$ cat src/rtl/key_debounce.sv
// key_debounce: strobe-sampled push-button debouncer with press/release pulses.
// Optional auto-repeat of press pulses when KEY_DEBOUNCE_AUTOREPEAT_EN is defined.
`timescale 1ns/1ps

module key_debounce #(
    parameter int unsigned STABLE_SAMPLES = 4,
    parameter int unsigned REPEAT_DELAY   = 8,
    parameter int unsigned REPEAT_RATE    = 2
) (
    input  logic       clk,
    input  logic       rst,
    input  logic       tick_in,
    input  logic       key_n,
    output logic       key_level,
    output logic       press,
    output logic       release_pulse,
    output logic [7:0] press_count
);

    if (STABLE_SAMPLES < 2 || STABLE_SAMPLES > 15 ||
        REPEAT_DELAY < 1 || REPEAT_RATE < 1) begin : g_bad_params
        $error("key_debounce: parameter out of range");
    end

    typedef enum logic [1:0] {
        IDLE,
        PRESS_WAIT,
        PRESSED,
        RELEASE_WAIT
    } state_e;

    localparam logic [3:0] STABLE_CNT = 4'(STABLE_SAMPLES);

    logic       sync1_q, sync1_d;
    logic       sync2_q, sync2_d;
    logic       tick_q, tick_d;
    logic       pressed_s;
    logic       strobe;

    state_e     state_q, state_d;
    logic [3:0] cnt_q, cnt_d;
    logic       accept_press;
    logic       accept_release;
    logic       repeat_hit;

    logic       key_level_q, key_level_d;
    logic       press_q, press_d;
    logic       release_q, release_d;
    logic [7:0] press_count_q, press_count_d;

    // Synchronizer and strobe edge detector idle in the released / high state.
    always_comb begin
        sync1_d = key_n;
        sync2_d = sync1_q;
        tick_d  = tick_in;
    end

    always_ff @(posedge clk) begin
        if (rst) begin
            sync1_q <= 1'b1;
            sync2_q <= 1'b1;
            tick_q  <= 1'b1;
        end else begin
            sync1_q <= sync1_d;
            sync2_q <= sync2_d;
            tick_q  <= tick_d;
        end
    end

    assign pressed_s = ~sync2_q;
    assign strobe    = tick_in & ~tick_q;

    always_ff @(posedge clk) begin
        if (rst) begin
            state_q       <= IDLE;
            cnt_q         <= '0;
            key_level_q   <= 1'b0;
            press_q       <= 1'b0;
            release_q     <= 1'b0;
            press_count_q <= '0;
        end else begin
            state_q       <= state_d;
            cnt_q         <= cnt_d;
            key_level_q   <= key_level_d;
            press_q       <= press_d;
            release_q     <= release_d;
            press_count_q <= press_count_d;
        end
    end

    always_comb begin
        state_d        = state_q;
        cnt_d          = cnt_q;
        accept_press   = 1'b0;
        accept_release = 1'b0;
        if (strobe) begin
            unique case (state_q)
                IDLE: begin
                    if (pressed_s) begin
                        state_d = PRESS_WAIT;
                        cnt_d   = 4'd1;
                    end
                end
                PRESS_WAIT: begin
                    if (!pressed_s) begin
                        state_d = IDLE;
                        cnt_d   = '0;
                    end else if (cnt_q + 4'd1 == STABLE_CNT) begin
                        state_d      = PRESSED;
                        cnt_d        = '0;
                        accept_press = 1'b1;
                    end else begin
                        cnt_d = cnt_q + 4'd1;
                    end
                end
                PRESSED: begin
                    if (!pressed_s) begin
                        state_d = RELEASE_WAIT;
                        cnt_d   = 4'd1;
                    end
                end
                RELEASE_WAIT: begin
                    if (pressed_s) begin
                        state_d = PRESSED;
                        cnt_d   = '0;
                    end else if (cnt_q + 4'd1 == STABLE_CNT) begin
                        state_d        = IDLE;
                        cnt_d          = '0;
                        accept_release = 1'b1;
                    end else begin
                        cnt_d = cnt_q + 4'd1;
                    end
                end
                default: begin
                    state_d = IDLE;
                    cnt_d   = '0;
                end
            endcase
        end
    end

`ifdef KEY_DEBOUNCE_AUTOREPEAT_EN
    localparam int unsigned REP_MAX =
        (REPEAT_DELAY > REPEAT_RATE) ? REPEAT_DELAY : REPEAT_RATE;
    localparam int unsigned REP_W = $clog2(REP_MAX + 1);
    localparam logic [REP_W-1:0] DELAY_CNT = REP_W'(REPEAT_DELAY);
    localparam logic [REP_W-1:0] RATE_CNT  = REP_W'(REPEAT_RATE);

    logic [REP_W-1:0] rep_cnt_q, rep_cnt_d;
    logic             rep_fast_q, rep_fast_d;
    logic [REP_W-1:0] rep_thresh;

    assign rep_thresh = rep_fast_q ? RATE_CNT : DELAY_CNT;

    // Counter only lives while the FSM stays in PRESSED across this edge.
    always_comb begin
        rep_cnt_d  = rep_cnt_q;
        rep_fast_d = rep_fast_q;
        repeat_hit = 1'b0;
        if (state_q != PRESSED || state_d != PRESSED) begin
            rep_cnt_d  = '0;
            rep_fast_d = 1'b0;
        end else if (strobe && pressed_s) begin
            if (rep_cnt_q + REP_W'(1) == rep_thresh) begin
                repeat_hit = 1'b1;
                rep_cnt_d  = '0;
                rep_fast_d = 1'b1;
            end else begin
                rep_cnt_d = rep_cnt_q + REP_W'(1);
            end
        end
    end

    always_ff @(posedge clk) begin
        if (rst) begin
            rep_cnt_q  <= '0;
            rep_fast_q <= 1'b0;
        end else begin
            rep_cnt_q  <= rep_cnt_d;
            rep_fast_q <= rep_fast_d;
        end
    end
`else
    assign repeat_hit = 1'b0;
`endif

    always_comb begin
        press_d     = accept_press | repeat_hit;
        release_d   = accept_release;
        key_level_d = key_level_q;
        if (accept_press) begin
            key_level_d = 1'b1;
        end
        if (accept_release) begin
            key_level_d = 1'b0;
        end
        press_count_d = press_count_q + {7'd0, press_d};
    end

    assign key_level     = key_level_q;
    assign press         = press_q;
    assign release_pulse = release_q;
    assign press_count   = press_count_q;

    a_no_overlap: assert property (@(posedge clk) disable iff (rst)
        !(press && release_pulse));
    a_press_pulse: assert property (@(posedge clk) disable iff (rst)
        press |=> !press);
    a_release_pulse: assert property (@(posedge clk) disable iff (rst)
        release_pulse |=> !release_pulse);

endmodule

$ cat config.mk
export PLATFORM = sky130hd
export DESIGN_NAME = key_debounce
export DESIGN_NICKNAME = d
export VERILOG_FILES = /design/src/rtl/key_debounce.sv
export SDC_FILE = /design/constraint.sdc
export NUM_CORES = 1
export LEC_CHECK = 0
export CORE_MARGIN = 4
export CORE_UTILIZATION = 45
export CTS_CLUSTER_SIZE = 8
export DETAILED_ROUTE_END_ITERATION = 8
export GPL_ROUTABILITY_DRIVEN = 0
export PLACE_DENSITY = 0.7
export SYNTH_ARGS = -nofsm -noshare
export SYNTH_HDL_FRONTEND = slang
export SYNTH_SLANG_ARGS = --single-unit
$ cat constraint.sdc
create_clock -name clk -period 2.2 [get_ports clk]
set_input_delay 0.44 -clock clk [delete_from_list [all_inputs] [get_ports clk]]
set_output_delay 0.44 -clock clk [all_outputs]
set_load 0.01 [all_outputs]
==> results of run 1 <==
## final cells by class
cell class	count	area share, %
Sequential cell	20	38.14
Clock buffer	3	2.145
Inverter	3	1.073
Timing Repair Buffer	19	16.92
Tap cell	25	2.980
Multi-Input combinational cell	61	38.74
## state kept, by name, indices dropped and copies added (netlist names), named ones only
name and flops:
press 1, tick_q 1, press_count 8, sync2_q 1
state_q 1, cnt_q 4, sync1_q 1, key_level 1
release_pulse 1
## cells in the final DEF (no fill, tap or decap), types with 2 or more instances in the layout
cell type        count
o21ai_0              3
or3_1                3
nand3b_1             2
a21oi_1              6
xnor2_1              2
ha_1                 3
nor2b_1              3
clkdlybuf4s50_1     14
nand3_1              4
nor3_1               3
dfxtp_1             20
inv_1                3
nor2_1               4
xor2_1               3
buf_4                5
or2_2                3
nand2_1              5
clkbuf_4             3
## worst paths after layout
path	startpoint	to	cells past startpoint
hold reg to reg	sync1_q	sync2_q	1
setup / recovery	tick_in	press_count[6]	9
hold / removal	sync1_q	sync2_q	1
setup reg to reg	cnt_q[0]	press_count[6]	9
## power by group
group	internal [mW]	switching, mW
combinational	0.0118	0.0117
sequential	0.365	0.00204
clock	0.0636	0.102
total	0.440	0.116
## stage by stage
step                hold WS (ns)  cell area, um^2  util, %
global placement          0.3926             1027    59.49
CTS                       0.4388             1050    60.80
detailed placement        0.4132             1027    59.49
global route              0.4585             1050    60.80
finish                    0.4290             1050    60.80
floorplan                 0.3895            827.0        -
## routing by layer
metal	wire length [um]	global-route usage, %
met1	630	16.55
met2	757	26.74
met3	89	4.082
met4	19	4.036
met5	0	0
## kinds of logic (layout without fill, tap and decap cells)
| logic type | count (synthesis) | in the layout | share of synthesized area (%) |
|---|---|---|---|
| simple gates | 36 | 36 | 25.42 |
| flops | 20 | 20 | 48.41 |
| compound gates | 17 | 17 | 13.92 |
| xor+xnor | 5 | 5 | 5.296 |
| buf+inv | 5 | 25 | 2.419 |
| fa+ha+maj | 3 | 3 | 4.539 |
==> results by stage, run 1 <==
Worst setup path:
- Traced cell by cell, the critical path runs through clkdlybuf4s50_1 -> and3b_1 -> nand2_1 -> nor3_1 -> ha_1 -> ha_1 -> nand2_1 -> or3_1 -> a21oi_1.
- Along the worst path, the maximum fanout reaches 4.
- The kind of cell with the highest combined delay along the critical path is simple AND/OR/NAND/NOR gates.
- For this design, the slowest cell found on the critical path is clkdlybuf4s50_1.
- STA puts the critical path data required time at 2.43 ns.
- The kind of start point of the critical path is a primary input.
- The critical path is of the in2reg type.
- The largest single stage delay on the critical path is 0.50 ns.
- Setup slack on the worst reg-to-reg path comes out at 0.22 ns.
- The arrival time at the worst endpoint is 2.22 ns.
- Counting both buffers and inverters, the worst setup path holds a total of 1.
- STA classifies the critical path endpoint as a flip-flop.

Drt:
- The final layout contains routed wiring with a total length of 1.497 mm.
- Before antenna repair, the detailed router went through 4 iterations.
- The post-route DRC violation count is 0.
- Dividing the detail-routed via count by the number of cells gives 5.252.
- The post-route antenna net violation count is 0.
- The wire length per cell is 11.43 um.
- The initial DRC count is 9.
- The detailed router placed 688 vias in this run.

Layout:
- The sequential cell area is 400.4 um^2.
- The layout overhead on the synthesized area is 26.93%.
- The number of antenna cells inserted is 0.
- At the end of the flow, the number of nets in the layout was 115.
- The post-route netlist has 15.09% of its cells at a drive strength greater than 1.
- In the final layout, the multi-input gates occupy 406.6 um^2.
- Counting the fill cells in the layout gives 173.
- The count of cells in the finished layout, fillers not included, comes to 131.

GRT:
- For this run the aggregate overflow at the end of global routing stands at 0.
- The number of antenna violations at the first check in global routing is 0.
- The number of global-route vias before repair was 690.
- For this run, the total global-route usage over all layers was measured as 14.65%.
- The first-pass GRT wire length is 2.925 mm.
- The largest net degree at the start of global routing is 11.

Clock network:
- TritonCTS created 3 clock buffers.
- The post-CTS clock slew at the launch and capture registers of the worst setup and hold paths is 0.10 ns.
- In this run the number of H-tree levels came out at 1.
- No sink is reached through more buffers than the 2 on the longest clock path.
- The number of setup buffers added after CTS is 0.
- The number of gates resized after CTS was 0.
- The clock insertion delay at the later pin of the skew report is 0.29 ns.
- The total number of clock tree sinks is 20.
- CTS placed an instance of clkbuf_4 at the clock tree root.
- The number of buffers added to fix hold violations after cts is 0.
- TritonCTS built the clock tree.

Floorplan:
- The count of standard-cell rows is 15.
- The die outline width is 50.87 um.
- For this design the top-level I/O count stands at 15.
- The initial cell density of the core is 47.90%.
- The floorplan step defined a die boundary enclosing 2588 um^2.
- The die outline height is 50.87 um.
- After floorplanning, the core was sized to cover 1727 um^2.

Timing:
- The max-slew headroom at the worst pin is 73.38%.
- The final critical-path share of the clock period is 90.46%.
- The worst path meets setup with 0.2099 ns of slack.
- Setup violations remaining at the end of the flow were counted as 0.
- The highest clock frequency the design can meet is 502.5 MHz.
- The final setup TNS is 0 ns.
- Setup repair after global routing left no endpoint under its margin.
- At the pin with the least slew margin, the transition time is 0.3980 ns.
- The max-slew violation count is 0.
- The clock skew is 0.007586 ns.
- The final count of hold timing violations came to 0.
- The smallest clock period supported by the final layout is computed as 1.990 ns.

Place:
- The estimated wirelength of the detail-placed design is 1.214 mm.
- Input and output buffers added on the ports amount to 14.
- Before CTS, the worst setup slack after placement is -0.1197 ns.
- In this run, placement finished with an instance count of 128.

Status:
- The run finished with clean final reports.

Logic synthesis:
- The netlist uses 34 different library cells.
- The most repeated cell in the gate-level netlist after synthesis is dfxtp_1.
- dfxtp_1 takes more of the synthesized area than any other cell.
- After synthesis, the cell types taking the most area are dfxtp_1 (48%), ha_1 (4.5%), a21oi_1 (3.6%).
- The yosys synthesis warning count is 0.
- The synthesized instance count is 86.
- The share of synthesized area in the top cell type comes to 48.41%.
- Counting flops with a built-in enable in the synthesized netlist gives 0.
- The number of synthesized register bits is 20.
- Summing the sequential cell areas from Yosys gives 48.41% of the chip area.
- The average size of a mapped cell is 9.617 um^2.
- By count the netlist is led by dfxtp_1 (20), a21oi_1 (6), nand2_1 (5), nand3_1 (4), nor2_1 (4).
- For this run, asynchronously set or reset flops after synthesis account for 0%.
- Summing every instance area after synthesis gives 827.0 um^2.
- The dominant register cell in the synthesized netlist is dfxtp_1.
- The post-synth net total is 93.

Power and ir drop:
- The areal power density over the cells is 530.1 nW/um^2.
- The maximum resistive drop on vdd is 327.7 uV.
- In this run the static leakage power is 0.4022 nW.
- The power consumption is 556.5 uW.

Job:
- Across the run, the number of max-cap violations was 0.

Worst hold path:
- The tightest min-delay check is of the reg2reg type.
Power figures use the tool's default switching activity.
==> run 2, diff against run 1 <==
GPL_TIMING_DRIVEN = 0   (was default)
==> run 2 against run 1 <==
  * Non-clock buffer count decreased by 2
  * Routed wire length decreased by 2.2%
  * Design area up 1.9%
  * Sequential power about the same
  * Flip-flop and latch count stayed put
  * Combinational power down 6%
  * Clock skew down 0.0068 ns
  * Via count is 2.8% lower
  * Register-to-register slack lost 0.11 ns
  * Critical endpoint unchanged
  * Largest power group unchanged
==> results by stage, run 2 (synthesized netlist as in run 1, its figures left out) <==
Timing:
- The final worst-path setup slack came to 0.1142 ns (-0.09574 ns).
- The max-slew violation count is 0 (unchanged).
- The time the worst path needs with I/O delays and setup came to 2.086 ns (+0.09574 ns).
- The final critical-path share of the clock period is 94.81% (+4.4 points).
- The final setup TNS is 0 ns (unchanged).
- The highest clock frequency the design can meet is 479.4 MHz (-4.6%).
- The final count of hold timing violations was 0 (unchanged).
- The slew of the pin with the lowest slew margin is 0.4253 ns (+0.02737 ns).
- The max-slew headroom at the worst pin came to 70.91% (-2.5 points).
- The total setup violations reported at the end of the flow is 0 (unchanged).
- The clock skew was 0.0008004 ns (-0.006786 ns).

Worst setup path:
- The worst setup path is launched from a flip-flop.
- The setup slack of the worst register-to-register path came to 0.11 ns (-0.11 ns).
- In this run the critical register-to-register path is captured at press_count[6].
- The beginning of the worst register-to-register path is cnt_q[0].
- The endpoint required time on the critical path is 2.43 ns (about the same).
- The largest fanout on the critical path came to 5 (+1).
- The critical path class is reg2reg.
- The endpoint class of the critical path is a flip-flop.
- The arrival time at the worst endpoint is 2.31 ns (+0.09 ns).
- The length in cells of the worst reg-to-reg path came to 9 (unchanged).

GRT:
- The largest net degree at the start of global routing is 12 (+1).
- The number of antenna violations at the first check in global routing came to 0 (unchanged).
- The global-route congestion overflow total is 0 (unchanged).
- The global-route usage over all layers was 12.23% (-2.4 points).
- The first-pass GRT wire length was 2.449 mm (-16%).
- The number of global-route vias before repair is 603 (-13%).

Clock network:
- The number of H-tree levels is 1 (unchanged).
- The TritonCTS buffer count is 3 (unchanged).
- The clock tree root driver cell is clkbuf_4.
- The post-CTS clock slew at the launch and capture registers of the worst setup and hold paths is 0.11 ns (about the same).
- The number of buffers added to fix hold violations after cts was 0 (unchanged).
- The maximum count of clock buffers along a single path was 2 (unchanged).
- The clock insertion delay at the later pin of the skew report was 0.29 ns (about the same).
- The total number of clock tree sinks was 20 (unchanged).
- The CTS tree is done.

Drt:
- The wire length per cell is 11.26 um (-1.5%).
- The final routed wirelength across all metal layers is 1.464 mm (-2.2%).
- The initial DRC count is 18 (+9).
- The post-route antenna net violation count came to 0 (unchanged).
- The first-pass iteration count of the detailed router came to 4 (unchanged).
- The average via count per standard cell is 5.146 (-2.0%).
- The via count is 669 (-2.8%).
- The post-route DRC violation count is 0 (unchanged).

Place:
- The worst setup timing slack at the placement stage is -0.2208 ns (-0.1011 ns).
- The estimated wirelength of the detail-placed design was 1.049 mm (-14%).
- The post-place instance area is 998.5 um^2 (-2.8%).
- The number of port buffers is 14 (unchanged).

Floorplan:
- The boundary pin count is 15 (unchanged).
- The core outline area is 1727 um^2 (unchanged).
- The overall die area is 2588 um^2 (unchanged).
- The initial cell density of the core is 47.90% (unchanged).
- The die outline width is 50.87 um (unchanged).
- The die outline height was 50.87 um (unchanged).
- The count of standard-cell rows came to 15 (unchanged).

Worst hold path:
- The endpoint of the worst hold-timing path is sync2_q.
- The classification of the worst-slack hold path is reg2reg.
- The number of cells on the worst hold path was 1 (unchanged).
- In this run the most critical hold path is launched from sync1_q.

Layout:
- The final-layout fill cell count is 158 (-8.7%).
- The area growth from synthesis to layout is 29.35%.
- The number of flip-flops in the largest register is 8 (unchanged).
- The finished layout cell area is 1070 um^2 (+1.9%).
- The fraction of final layout cells with drive strength greater than 1 is 20.95% (+5.9 points).
- The area of the multi-input gates is 431.7 um^2 (+6.2%).
- The sequential cell area was 402.9 um^2 (+0.62%).
- The number of nets in the layout was 113 (-1.7%).
- The library cells used most frequently in the layout, excluding fill and tap cells, are dfxtp_1 (18), clkdlybuf4s50_1 (14), a21oi_1 (6), nor2_1 (4), nand2_1 (4).
- The number of antenna cells inserted was 0 (unchanged).
- The library cell used most frequently in the layout, excluding fill and tap cells, is dfxtp_1.
- The core utilization of the finished layout came to 61.96% (+1.2 points).

Power and ir drop:
- The switching fraction of total power was 19.99% (-0.87 points).
- The net switching power of the design is 118.9 uW (+2.5%).
- The maximum resistive drop on vdd is 392.9 uV (+20%).
- The static power due to leakage is 0.3871 nW (-3.8%).
- The areal power density over the cells came to 556.4 nW/um^2 (+4.9%).
- The power consumption came to 595.2 uW (+6.9%).
- The sequential group share of total power was 61.7% (-4.3 points).
- The clock network fraction of design power is 34.5% (+4.7 points).
- The portion of total power attributed to combinational logic was 3.7% (-0.5 points).
- The internal cell power was 476.2 uW (+8.1%).

Status:
- The flow ran to the end, and the final reports show no timing, DRC or antenna violations.

Job:
- The max-cap check violation count came to 0 (unchanged).
## run 2: cell types whose count changed in the layout (fill, tap and decap cells not counted), moves of 2 or more
cell / previous run / this run
dfxtp_1: 20 / 18
dfxtp_2: 0 / 2
buf_4: 5 / 1
ha_1: 3 / 1
ha_2: 0 / 2
## run 2: layout make-up
type / count / area share [%]
inverters: 3 / 1.053
flip-flops and latches: 20 / 37.66
well taps: 25 / 2.924
multi-input cells: 61 / 40.35
clock buffers: 4 / 3.392
plain buffers: 2 / 0.8187
repair buffers: 15 / 13.80
## run 2: worst max path at each step
stage	start	end	slack, ns
final	cnt_q[0]	press_count[6]	0.11
after global routing	cnt_q[0]	press_count[6]	-0.06
after CTS	cnt_q[0]	press_count[6]	0.004
after detailed placement	tick_in	press_count[6]	-0.22
after global placement	tick_in	press_count[6]	-0.18
after floorplan	cnt_q[0]	press_count[6]	0.27
## run 2: repair_timing
action,CTS,global route
buffers inserted,0,1
hold endpoints to repair,0,0
resized for setup,0,9
setup endpoints to repair,0,4
## run 2: worst max-delay path, stage by stage (launching register included)
cell and delay (ns):
dfxtp_2 0.37, ha_1 0.19, nor3b_4 0.30, nand2_2 0.10, nor3_2 0.14, ha_2 0.22, ha_2 0.20, nand2_1 0.06
or3_1 0.31, a21oi_1 0.13
## run 2: routing by layer
layer / vias to the layer above / share of wire [%] / track usage (%)
met1: 308 / 46 / 14.70
li1: 348 / - / -
met3: 0 / 4.4 / 3.499
met5: - / 0 / 0
met2: 13 / 50 / 22.17
met4: 0 / 0 / 1.345
## run 2: metrics by stage
step,hold slack (ns),std cells
5_1_grt,0.4493,130
4_1_cts,0.4300,129
6_report,0.4248,130
3_3_place_gp,0.3920,125
3_5_place_dp,0.4030,125
2_1_floorplan,0.3895,86
## run 2: power by group through the flow
stage / Combinational [mW] / Sequential, mW / Clock (mW)
after global placement: 0.0221 / 0.375 / 0
after detailed placement: 0.0221 / 0.376 / 0
final: 0.0223 / 0.367 / 0.206
after CTS: 0.0223 / 0.367 / 0.213
after floorplan: 0.0127 / 0.375 / 0
after global routing: 0.0251 / 0.368 / 0.231
